$ cat src/rtl/seq_divider_4bit_if.sv
// Handshake and data bundle for the sequential divider.
// master drives requests, slave returns results.
interface seq_divider_4bit_if #(
    parameter int WIDTH = 4
);
    logic             start;
    logic [WIDTH-1:0] dividend;
    logic [WIDTH-1:0] divisor;
    logic             busy;
    logic             done;
    logic [WIDTH-1:0] quotient;
    logic [WIDTH-1:0] remainder;
    logic             div_by_zero;

    modport master (
        output start,
        output dividend,
        output divisor,
        input  busy,
        input  done,
        input  quotient,
        input  remainder,
        input  div_by_zero
    );

    modport slave (
        input  start,
        input  dividend,
        input  divisor,
        output busy,
        output done,
        output quotient,
        output remainder,
        output div_by_zero
    );
endinterface

$ cat src/rtl/seq_divider_4bit.sv
// Iterative restoring unsigned divider, one quotient bit per clock.
// start/busy/done handshake; results held until the next result.
module seq_divider_4bit #(
    parameter int WIDTH = 4
) (
    input  logic                clk,
    input  logic                rst_n,
    seq_divider_4bit_if.slave   bus
);
    localparam int CW = $clog2(WIDTH + 1);

    localparam logic [1:0] S_IDLE = 2'd0;
    localparam logic [1:0] S_RUN  = 2'd1;
    localparam logic [1:0] S_DONE = 2'd2;

    logic [1:0]       state_q, state_d;
    logic [WIDTH-1:0] r_q, r_d;
    logic [WIDTH-1:0] q_q, q_d;
    logic [CW-1:0]    cnt_q, cnt_d;
    logic [WIDTH-1:0] dvs_q, dvs_d;
    logic [WIDTH-1:0] quo_q, quo_d;
    logic [WIDTH-1:0] rem_q, rem_d;
    logic             dbz_q, dbz_d;

    logic [2*WIDTH-1:0] sh;
    logic [WIDTH:0]     diff;
    logic [WIDTH-1:0]   r_nx;
    logic [WIDTH-1:0]   q_nx;

    // R never exceeds the dividend prefix seen so far, so the
    // shifted R always fits in WIDTH bits.
    always_comb begin
        sh   = {r_q, q_q} << 1;
        diff = {1'b0, sh[2*WIDTH-1:WIDTH]} - {1'b0, dvs_q};
        r_nx = diff[WIDTH] ? sh[2*WIDTH-1:WIDTH] : diff[WIDTH-1:0];
        q_nx = {sh[WIDTH-1:1], ~diff[WIDTH]};
    end

    always_comb begin
        state_d = state_q;
        r_d     = r_q;
        q_d     = q_q;
        cnt_d   = cnt_q;
        dvs_d   = dvs_q;
        quo_d   = quo_q;
        rem_d   = rem_q;
        dbz_d   = dbz_q;
        unique case (state_q)
            S_IDLE: begin
                if (bus.start) begin
                    dvs_d = bus.divisor;
                    dbz_d = 1'b0;
                    if (bus.divisor == '0) begin
                        quo_d   = '1;
                        rem_d   = bus.dividend;
                        dbz_d   = 1'b1;
                        state_d = S_DONE;
                    end else begin
                        r_d     = '0;
                        q_d     = bus.dividend;
                        cnt_d   = CW'(WIDTH);
                        state_d = S_RUN;
                    end
                end
            end
            S_RUN: begin
                r_d   = r_nx;
                q_d   = q_nx;
                cnt_d = cnt_q - 1'b1;
                if (cnt_q == CW'(1)) begin
                    quo_d   = q_nx;
                    rem_d   = r_nx;
                    state_d = S_DONE;
                end
            end
            S_DONE: begin
                state_d = S_IDLE;
            end
            default: begin
                state_d = S_IDLE;
            end
        endcase
    end

    always_ff @(posedge clk or negedge rst_n) begin
        if (!rst_n) begin
            state_q <= S_IDLE;
            r_q     <= '0;
            q_q     <= '0;
            cnt_q   <= '0;
            dvs_q   <= '0;
            quo_q   <= '0;
            rem_q   <= '0;
            dbz_q   <= 1'b0;
        end else begin
            state_q <= state_d;
            r_q     <= r_d;
            q_q     <= q_d;
            cnt_q   <= cnt_d;
            dvs_q   <= dvs_d;
            quo_q   <= quo_d;
            rem_q   <= rem_d;
            dbz_q   <= dbz_d;
        end
    end

    assign bus.busy        = (state_q != S_IDLE);
    assign bus.done        = (state_q == S_DONE);
    assign bus.quotient    = quo_q;
    assign bus.remainder   = rem_q;
    assign bus.div_by_zero = dbz_q;
endmodule

$ cat src/flat_wrapper.sv
// flat-port wrapper written by rule: the top's interface ports become plain ports
module seq_divider_4bit_flat 
#(
    parameter int WIDTH = 4
)
  (clk, rst_n, bus_start, bus_dividend, bus_divisor, bus_busy, bus_done, bus_quotient, bus_remainder, bus_div_by_zero);
  seq_divider_4bit_if #(.WIDTH(WIDTH)) bus_i ();
  input  logic clk;
  input  logic rst_n;
  input wire logic [$bits(bus_i.start)-1:0] bus_start;
  input wire logic [$bits(bus_i.dividend)-1:0] bus_dividend;
  input wire logic [$bits(bus_i.divisor)-1:0] bus_divisor;
  output wire logic [$bits(bus_i.busy)-1:0] bus_busy;
  output wire logic [$bits(bus_i.done)-1:0] bus_done;
  output wire logic [$bits(bus_i.quotient)-1:0] bus_quotient;
  output wire logic [$bits(bus_i.remainder)-1:0] bus_remainder;
  output wire logic [$bits(bus_i.div_by_zero)-1:0] bus_div_by_zero;
  assign bus_i.start = bus_start;
  assign bus_i.dividend = bus_dividend;
  assign bus_i.divisor = bus_divisor;
  assign bus_busy = bus_i.busy;
  assign bus_done = bus_i.done;
  assign bus_quotient = bus_i.quotient;
  assign bus_remainder = bus_i.remainder;
  assign bus_div_by_zero = bus_i.div_by_zero;
  seq_divider_4bit #(.WIDTH(WIDTH)) u_core (.clk(clk), .rst_n(rst_n), .bus(bus_i));
endmodule
$ cat config.mk
export PLATFORM = sky130hd
export DESIGN_NAME = seq_divider_4bit_flat
export DESIGN_NICKNAME = d
export VERILOG_FILES = /design/src/rtl/seq_divider_4bit_if.sv /design/src/rtl/seq_divider_4bit.sv /design/src/flat_wrapper.sv
export SDC_FILE = /design/constraint.sdc
export NUM_CORES = 1
export LEC_CHECK = 0
export BUFFER_PORTS_ARGS = -buffer_cell sky130_fd_sc_hd__buf_2
export CORE_ASPECT_RATIO = 1.25
export CORE_MARGIN = 4
export CORE_UTILIZATION = 35
export DETAILED_ROUTE_END_ITERATION = 16
export PLACE_DENSITY = 0.52
export SYNTH_ARGS = -nofsm -noshare
export SYNTH_HDL_FRONTEND = slang
export SYNTH_SLANG_ARGS = --single-unit
$ cat constraint.sdc
create_clock -name clk -period 2 [get_ports clk]
set_input_delay 0.1 -clock clk [delete_from_list [all_inputs] [get_ports clk]]
set_output_delay 0.1 -clock clk [all_outputs]
set_load 0.01 [all_outputs]
; ---- Yosys cells after proc, flatten, opt, wreduce, memory -nomap -nowiden
; Index checks and enable logic that the tools add are counted.
[op_classes]
addsub = 2
multipliers = 0
div = 0
magnitude_cmp = 0
n_eq_ne = 7
shifts = 0
muxes = 23
bitwise_logic = 1
n_reduce_logical = 8
[op_table]
columns = cell, count
row1 = 4-bit two-way mux, 9
row2 = 4-bit one-hot mux with 2 select lines, 3
row3 = 3-bit two-way mux, 4
row4 = 3-bit one-hot mux with 2 select lines, 2
row5 = 2-bit two-way mux, 3
row6 = 4-bit by 4-bit subtractor with 5-bit output, 1
row7 = 4-bit logical NOT, 1
row8 = 2-bit by 1-bit != test with 1-bit output (second input constant), 2
row9 = 2-bit != test (second input constant), 2
row10 = 2-bit one-hot mux with 2 select lines, 1
row11 = 2-bit AND reduction, 2
row12 = 4-bit AND reduction, 1
row13 = 2-bit nonzero test, 2
row14 = 3-bit by 1-bit == test with 1-bit output (second input constant), 1
row15 = 3-bit AND reduction, 1
row16 = 3-bit by 1-bit subtractor with 3-bit output (second input constant), 1
row17 = 2-bit by 1-bit == test with 1-bit output (second input constant), 1
row18 = 2-bit == test (second input constant), 1
row19 = 2-bit logical NOT, 1
row20 = 1-bit two-way mux, 1
row21 = 1-bit NOT, 1
[totals]
register_bits = 25
latchBits = 0
ram_bits = 0
rom_bits = 0
out_inout_bits = 11
memories = 0

; ---- Logic depth before layout (Yosys ltp)
; Gate-level depths: netlist of run 1.
[depth]
ltp_word = 4
depth_mapped = 9
mapped_depth_nobuf = 9

; ---- Worst setup path before layout of run 1
; OpenSTA, ideal clock, no wires.
[synth_path]
path_kind = flip-flop to flip-flop
from = register u_core.q_q[3]
to = register u_core.rem_q[1], in the netlist u_core.bus.remainder[1]
setup_ns = 0.119
t_arrival_ns = 1.706
required_time_ns = 1.881
slack_ns = 0.175
path_stages_with_launch = 10
synth_period_minus_slack_ns = 1.825
path_cell_list = dfrtp_1 inv_1 ha_1 inv_1 fa_1 a211oi_1 nor2_1 mux2i_1 o211ai_1 o21a_1
[synth_between]
elab_chain_cells = 4
[synth_lines]
columns = element, line
row1 = "start, declared", seq_divider_4bit.sv:18  ; logic [WIDTH-1:0] q_q, q_d;
row2 = "start signal, assigned", seq_divider_4bit.sv:98  ; q_q <= q_d;
row3 = 4-bit by 4-bit subtractor with 5-bit output, seq_divider_4bit.sv:34  ; diff = {1'b0, sh[2*WIDTH-1:WIDTH]} - {1'b0, dvs_q};
row4 = 4-bit two-way mux, seq_divider_4bit.sv:35  ; r_nx = diff[WIDTH] ? sh[2*WIDTH-1:WIDTH] : diff[WIDTH-1:0];
row5 = 4-bit two-way mux, seq_divider_4bit.sv:70  ; if (cnt_q == CW'(1)) begin
row6 = 4-bit one-hot mux with 2 select lines, seq_divider_4bit.sv:48  ; unique case (state_q)
row7 = "end signal, assigned", seq_divider_4bit.sv:102  ; rem_q <= rem_d;
row8 = "end, declared", seq_divider_4bit.sv:22  ; logic [WIDTH-1:0] rem_q, rem_d;
; Every way passes these cells. The select of a mux whose other input is x is not followed.
; A chain may end at the register's enable or synchronous reset.

; ---- Final worst setup path of run 1
; Same ends and word-level chain as after synthesis.

==> flow_metrics.env, run 1 <==
export IMPL_layout_min_cycle_time_ns=1.99
export IMPL_grt_overflow_total=0
export IMPL_netlist_area_sq_um=1250
export IMPL_crit_start="u_core.q_q[3]"
export IMPL_track_usage_pct=13.2
export IMPL_synth_seq_area_share_pct=49.9
export IMPL_fin_nets=175
export IMPL_critPathKind="flip-flop to flip-flop"
export IMPL_finalPower_uw=2720
export IMPL_wl_per_cell_um=13.4
export IMPL_synth_edff_count=0
export IMPL_grt_pass1_vias=985
export IMPL_synth_cell_types=28
export IMPL_tightestPinTransition_ns=0.561
export IMPL_crit_chain="inv_2 > ha_4 > inv_2 > fa_2 > a211oi_4 > nor2_4 > mux2i_2 > o211ai_1 > o21a_1"
export IMPL_critPathCaptureType="flip-flop"
export IMPL_grt_max_degree=26
export IMPL_antenna_found_initial=0
export IMPL_cellPowerDensity_nw_per_um2=1810
export IMPL_worstHoldPathType="input pin to flip-flop"
export IMPL_crit_top_cell="inv_2"
export IMPL_clkSinkCount=25
export IMPL_antenna_cells=0
export IMPL_arrival_ns=2.16
export IMPL_r2r_start="u_core.q_q[3]"
export IMPL_gp_congestion=0.830
export IMPL_dieArea_sq_um=4610
export IMPL_cp_data_required_time_ns=2.16
export IMPL_cpMaxStageDelayCell="fa_2"
export IMPL_status="complete, no violations"
export IMPL_crit_family="adder cells"
export IMPL_synth_warnings=0
export IMPL_place_hpwl_mm=1.91
export IMPL_cts_clk_slew_worst_paths_ns=0.09
export IMPL_core_region_area_sq_um=3480
export IMPL_numCtsBuffers=3
export IMPL_leakagePower_uw=0.000686
export IMPL_fin_ws_ns=0.00665
export IMPL_dpl_cell_count=188
export IMPL_setup_viol=0
export IMPL_firstDrtPassIters=4
export IMPL_fin_skew_ns=0.00563
export IMPL_fp_dieH_um=75.0
export IMPL_routed_wl_mm=2.62
export IMPL_synthDominantCellAreaShare_pct=49.9
export IMPL_drc_errors=0
export IMPL_post_dp_cell_area_sq_um=1390
export IMPL_num_vias=967
export IMPL_min_path_cells=2
export IMPL_area_growth_pct=19.9
export IMPL_die_w_um=61.6
export IMPL_fin_crit_sh_pct=99.7
export IMPL_root_buffer="clkbuf_8"
export IMPL_h_tree_depth=1
export IMPL_ant_nets=0
export IMPL_worstReg2RegEnd="u_core.bus.remainder[1]"
export IMPL_max_slew_margin_rel_pct=62.6
export IMPL_finalMaxSlewViolations=0
export IMPL_ys_ff_latch=25
export IMPL_cap_violations=0
export IMPL_max_freq_mhz=502
export IMPL_synthTopCellsByArea="dfrtp_1 (50%), nor2_1 (6.3%), ha_1 (6.0%), nand2_1 (5.7%), mux2_2 (3.6%)"
export IMPL_regToRegSetupSlack_ns=0.007
export IMPL_port_buffers=21
export IMPL_slowest_delay_ns=0.41
export IMPL_critPathBufInv=2
export IMPL_yosys_area_top_type="dfrtp_1"
export IMPL_rows=24
export IMPL_initial_core_util_pct=36.0
export IMPL_rsz0062_at_grt="yes"
export IMPL_synth_main_ff_cell="dfrtp_1"
export IMPL_pin_count=22
export IMPL_post_synth_top_count_cell="dfrtp_1"
export IMPL_peakVddDrop_v=0.000975
export IMPL_min_to="u_core.dvs_q[0]"
export IMPL_syn_nets=148
export IMPL_first_iter_violations=42
export IMPL_synthTopCellsByCount="dfrtp_1 (25), nor2_1 (21), nand2_1 (19)"
export IMPL_preCtsSetupSlack_ns=-0.00159
export IMPL_hold_ws_ns=0.0875
export IMPL_cp_start_kind="flip-flop"
export IMPL_cts_tree="done"
export IMPL_cts_buffer_depth=2
export IMPL_syn_area_per_cell_sq_um=9.65
export IMPL_post_route_cell_area_sq_um=1510
export IMPL_worstPathMaxFanout=5
export IMPL_rr_worst_depth=9
export IMPL_synth_cells=130
export IMPL_drive_above_1_share_pct=26.9
export IMPL_instances_no_fill=195
export IMPL_min_from="bus_divisor[0]"
export IMPL_hold_viol=0
export IMPL_vias_per_cell=4.96
export IMPL_synthArstFlopShare_pct=100
export IMPL_clk_latency_ns=0.26
export IMPL_grt_first_pass_wirelength_mm=4.50
[per-layer routing]
metal	GRT usage, %	wire, um	vias to the layer above
li1	-	-	488
met1	16.6	1140	459
met2	22.6	1340	16
met3	2.06	106	4
met4	4.95	31	0
met5	0	0	-
[cell usage in the layout, fill, tap and decap left out, types with 2 or more instances in the layout]
cell,netlist,routed
inv_1,8,6
ha_1,6,5
nand2b_1,3,3
nand3_1,2,2
nor2b_1,2,2
o21ai_0,4,3
dfrtp_1,25,25
buf_4,0,4
mux2i_2,0,2
o21a_1,2,2
o211ai_1,2,2
a31oi_1,5,5
o21ai_2,2,2
xor2_1,2,2
buf_2,1,21
nand2_1,19,19
inv_2,0,2
clkbuf_8,0,3
o22ai_1,2,2
a21oi_1,7,7
mux2_2,4,4
nor2_1,21,20
[how the worst max path moves through the flow]
stage                     slack [ns]                 endpoint  cells past startpoint
final                          0.007  u_core.bus.remainder[1]                      9
after global routing           -0.07  u_core.bus.remainder[1]                      9
after CTS                       0.03  u_core.bus.remainder[2]                      9
after detailed placement      -0.002  u_core.bus.remainder[2]                      9
after global placement          0.07  u_core.bus.remainder[2]                      9
after floorplan                 0.17  u_core.bus.remainder[1]                      9
[worst reg2reg max path, cell delays in order (launching register included)]
cell	delay (ns)
dfrtp_1	0.40
inv_2	0.08
ha_4	0.13
inv_2	0.04
fa_2	0.41
a211oi_4	0.28
nor2_4	0.09
mux2i_2	0.21
o211ai_1	0.12
o21a_1	0.14
[final cells by class]
type                       instances  area [sq um]
tap                               39          48.8
timing repair buffer              26           145
fill                             361          1980
clock buffer                       4          45.0
multi-input combinational         93           611
sequential                        25           626
inverter                           8          30.0
[registers in the layout, summed over array words and instances (netlist names)]
register and flops:
u_core.bus.div_by_zero 1, u_core.bus.remainder 4, u_core.bus.quotient 4, u_core.r_q 3, u_core.cnt_q 3, u_core.q_q 4
u_core.dvs_q 4, u_core.state_q 2
[per-stage QoR]
step | utilization [%] | TNS, ns
detailed placement | 40.0 | -0.00159
finish | 43.2 | 0
global placement | 40.0 | 0
CTS | 42.0 | 0
global route | 43.2 | -0.170
floorplan | - | 0
[repair_timing]
item,CTS,global route
hold buffers,1,0
cloned,0,0
endpoints found under the setup margin,2,9
setup buffers,1,1
pin swaps,0,4
gates resized for setup,2,10
hold endpoints to repair,25,0
[cells by family (layout without fill, tap and decap cells)]
| logic type | count (synthesis) | count (layout) | share of synthesized area, % |
|---|---|---|---|
| AOI/OAI and AO/OA | 26 | 26 | 12.9 |
| xor gates and xnor gates | 2 | 2 | 1.40 |
| adders and majority gates | 7 | 7 | 7.58 |
| buffers and inverters | 12 | 38 | 4.88 |
| DFF | 25 | 25 | 49.9 |
| muxes | 7 | 7 | 5.98 |
| and+or+nand+nor | 51 | 51 | 17.4 |
[power breakdown]
part	switching [uW]	leakage (uW)	internal [uW]	total [uW]
clock network	153	0.0000228	142	296
logic	826	0.000375	687	1510
registers	168	0.000289	742	909
Power figures use the tool's default switching activity.
==> run 2, diff against run 1 <==
CORE_ASPECT_RATIO = not set   (was 1.25)
CORE_MARGIN = not set   (was 4)
==> run 2 against run 1 <==
The run now ends with setup timing left. Flip-flop and latch count stayed put. Clock power shrank 22%. Die area is 17% lower. Via count grew 1.0%. Critical endpoint unchanged.
==> flow_metrics.env, run 2 (synthesized netlist as in run 1, its figures left out) <==
export IMPL_grt_max_degree=26
export IMPL_gr_usage_met2_pct=23.2
export IMPL_layout_commonest_cell="dfrtp_1"
export IMPL_die_w_um=61.9
export IMPL_violations="setup timing"
export IMPL_rows=21
export IMPL_wl_per_cell_um=13.4
export IMPL_firstDrtPassIters=4
export IMPL_grtUsageMet3_pct=2.48
export IMPL_first_iter_violations=49
export IMPL_grt_first_pass_wirelength_mm=4.03
export IMPL_status="finished, violations left"
export IMPL_drive_above_1_share_pct=27.6
export IMPL_numCtsBuffers=3
export IMPL_clkSinkCount=25
export IMPL_layout_min_cycle_time_ns=2.00
export IMPL_vias_per_cell=4.84
export IMPL_cp_data_required_time_ns=2.23
export IMPL_antenna_cells=0
export IMPL_leakagePower_uw=0.000677
export IMPL_clk_latency_ns=0.32
export IMPL_grt_pass1_vias=867
export IMPL_ant_nets=0
export IMPL_arrival_ns=2.23
export IMPL_fillers=343
export IMPL_place_hpwl_mm=1.92
export IMPL_finalMaxSlewViolations=0
export IMPL_worstHoldPathType="input pin to flip-flop"
export IMPL_hold_ws_ns=0.0287
export IMPL_fin_crit_sh_pct=100
export IMPL_grt_overflow_total=0
export IMPL_worstPathMaxFanout=5
export IMPL_rsz0062_at_grt="yes"
export IMPL_peakVddDrop_v=0.000588
export IMPL_cp_start_kind="flip-flop"
export IMPL_area_growth_pct=19.4
export IMPL_setup_viol=1
export IMPL_track_usage_pct=14.7
export IMPL_cts_buffer_depth=2
export IMPL_tns_ns=-0.00300
export IMPL_fp_dieH_um=61.9
export IMPL_finalPower_uw=2680
export IMPL_routed_wl_mm=2.70
export IMPL_cap_violations=0
export IMPL_core_region_area_sq_um=3390
export IMPL_fin_skew_ns=0.00183
export IMPL_root_buffer="clkbuf_4"
export IMPL_port_buffers=21
export IMPL_num_vias=977
export IMPL_grt_use_met1_pct=19.9
export IMPL_final_cell_mix="dfrtp_1 (25), buf_2 (21), nor2_1 (20), nand2_1 (19), a21oi_1 (7)"
export IMPL_critPathCaptureType="flip-flop"
export IMPL_cts_clk_slew_worst_paths_ns=0.14
export IMPL_max_freq_mhz=499
export IMPL_pin_count=22
export IMPL_gp_congestion=0.799
export IMPL_tightestPinTransition_ns=0.629
export IMPL_cts_tree="done"
export IMPL_hold_viol=0
export IMPL_busiest_layer="met2"
export IMPL_critPathKind="flip-flop to flip-flop"
export IMPL_initial_core_util_pct=37.0
export IMPL_drc_errors=0
export IMPL_max_slew_margin_rel_pct=58.0
export IMPL_cellPowerDensity_nw_per_um2=1790
export IMPL_fin_nets=175
export IMPL_dieArea_sq_um=3830
export IMPL_fin_ws_ns=-0.00300
export IMPL_antenna_found_initial=0
export IMPL_h_tree_depth=1
run 2: cell count changes in the layout (fill, tap and decap cells not counted):
| cell | before | now |
|---|---|---|
| o21ai_1 | 1 | 0 |
| o21ai_0 | 3 | 4 |
| clkbuf_4 | 0 | 3 |
| clkbuf_8 | 3 | 0 |
| clkinvlp_4 | 0 | 1 |
| clkbuf_1 | 1 | 0 |
run 2: through the flow:
step	setup WS [ns]	utilization (%)	std cells	instance area (sq um)
3_3_place_gp	0.0752	41.1	194	1390
5_1_grt	-0.0759	44.2	202	1500
6_report	-0.00300	44.2	202	1500
2_1_floorplan	0.175	-	130	1250
3_5_place_dp	0.00558	41.1	194	1390
4_1_cts	0.0165	42.5	199	1440
run 2: where the power goes:
group	total [uW]	switching [uW]	internal, uW
sequential	914	174	740
combinational	1540	840	697
clock	232	156	76.5
total	2680	1170	1510
run 2: repair_timing:
action / in CTS / in global routing
setup buffers: 0 / 3
pin swaps: 0 / 2
endpoints found under the hold margin: 25 / 0
gates resized for setup: 2 / 9
hold buffers: 1 / 0
setup endpoints to repair: 3 / 5
run 2: layout make-up:
class / instances / area [sq um] / share of cell area, %
clock buffer: 3 / 22.5 / 1.50
clock inverter: 1 / 7.51 / 0.501
inverter: 8 / 30.0 / 2.00
multi-input combinational: 93 / 611 / 40.7
sequential: 25 / 626 / 41.7
tap: 46 / 57.6 / 3.84
timing repair buffer: 26 / 145 / 9.68
run 2: worst max-delay path: stages, from the launching register on:
cell      delay (ns)
dfrtp_1         0.41
inv_2           0.08
ha_4            0.13
inv_2           0.04
fa_2            0.37
a211oi_4        0.31
nor2_4          0.10
mux2i_2         0.21
o211ai_1        0.12
o21a_1          0.15
run 2: final timing paths:
path | start | endpoint | slack [ns] | cells past startpoint
hold / removal | bus_divisor[0] | u_core.dvs_q[0] | 0.03 | 2
setup reg to reg | u_core.q_q[3] | u_core.bus.remainder[1] | -0.003 | 9
setup / recovery | u_core.q_q[3] | u_core.bus.remainder[1] | -0.003 | 9
max in group asynchronous | rst_n | u_core.bus.quotient[0] | 1.35 | 2
hold reg to reg | u_core.bus.div_by_zero | u_core.bus.div_by_zero | 0.51 | 2
min in group asynchronous | rst_n | u_core.state_q[0] | 0.28 | 2
run 2: per-layer routing:
metal / vias up / wire, um
met5: - / 0
met3: 4 / 65
met1: 471 / 1250
met4: 0 / 28
met2: 14 / 1360
li1: 488 / -
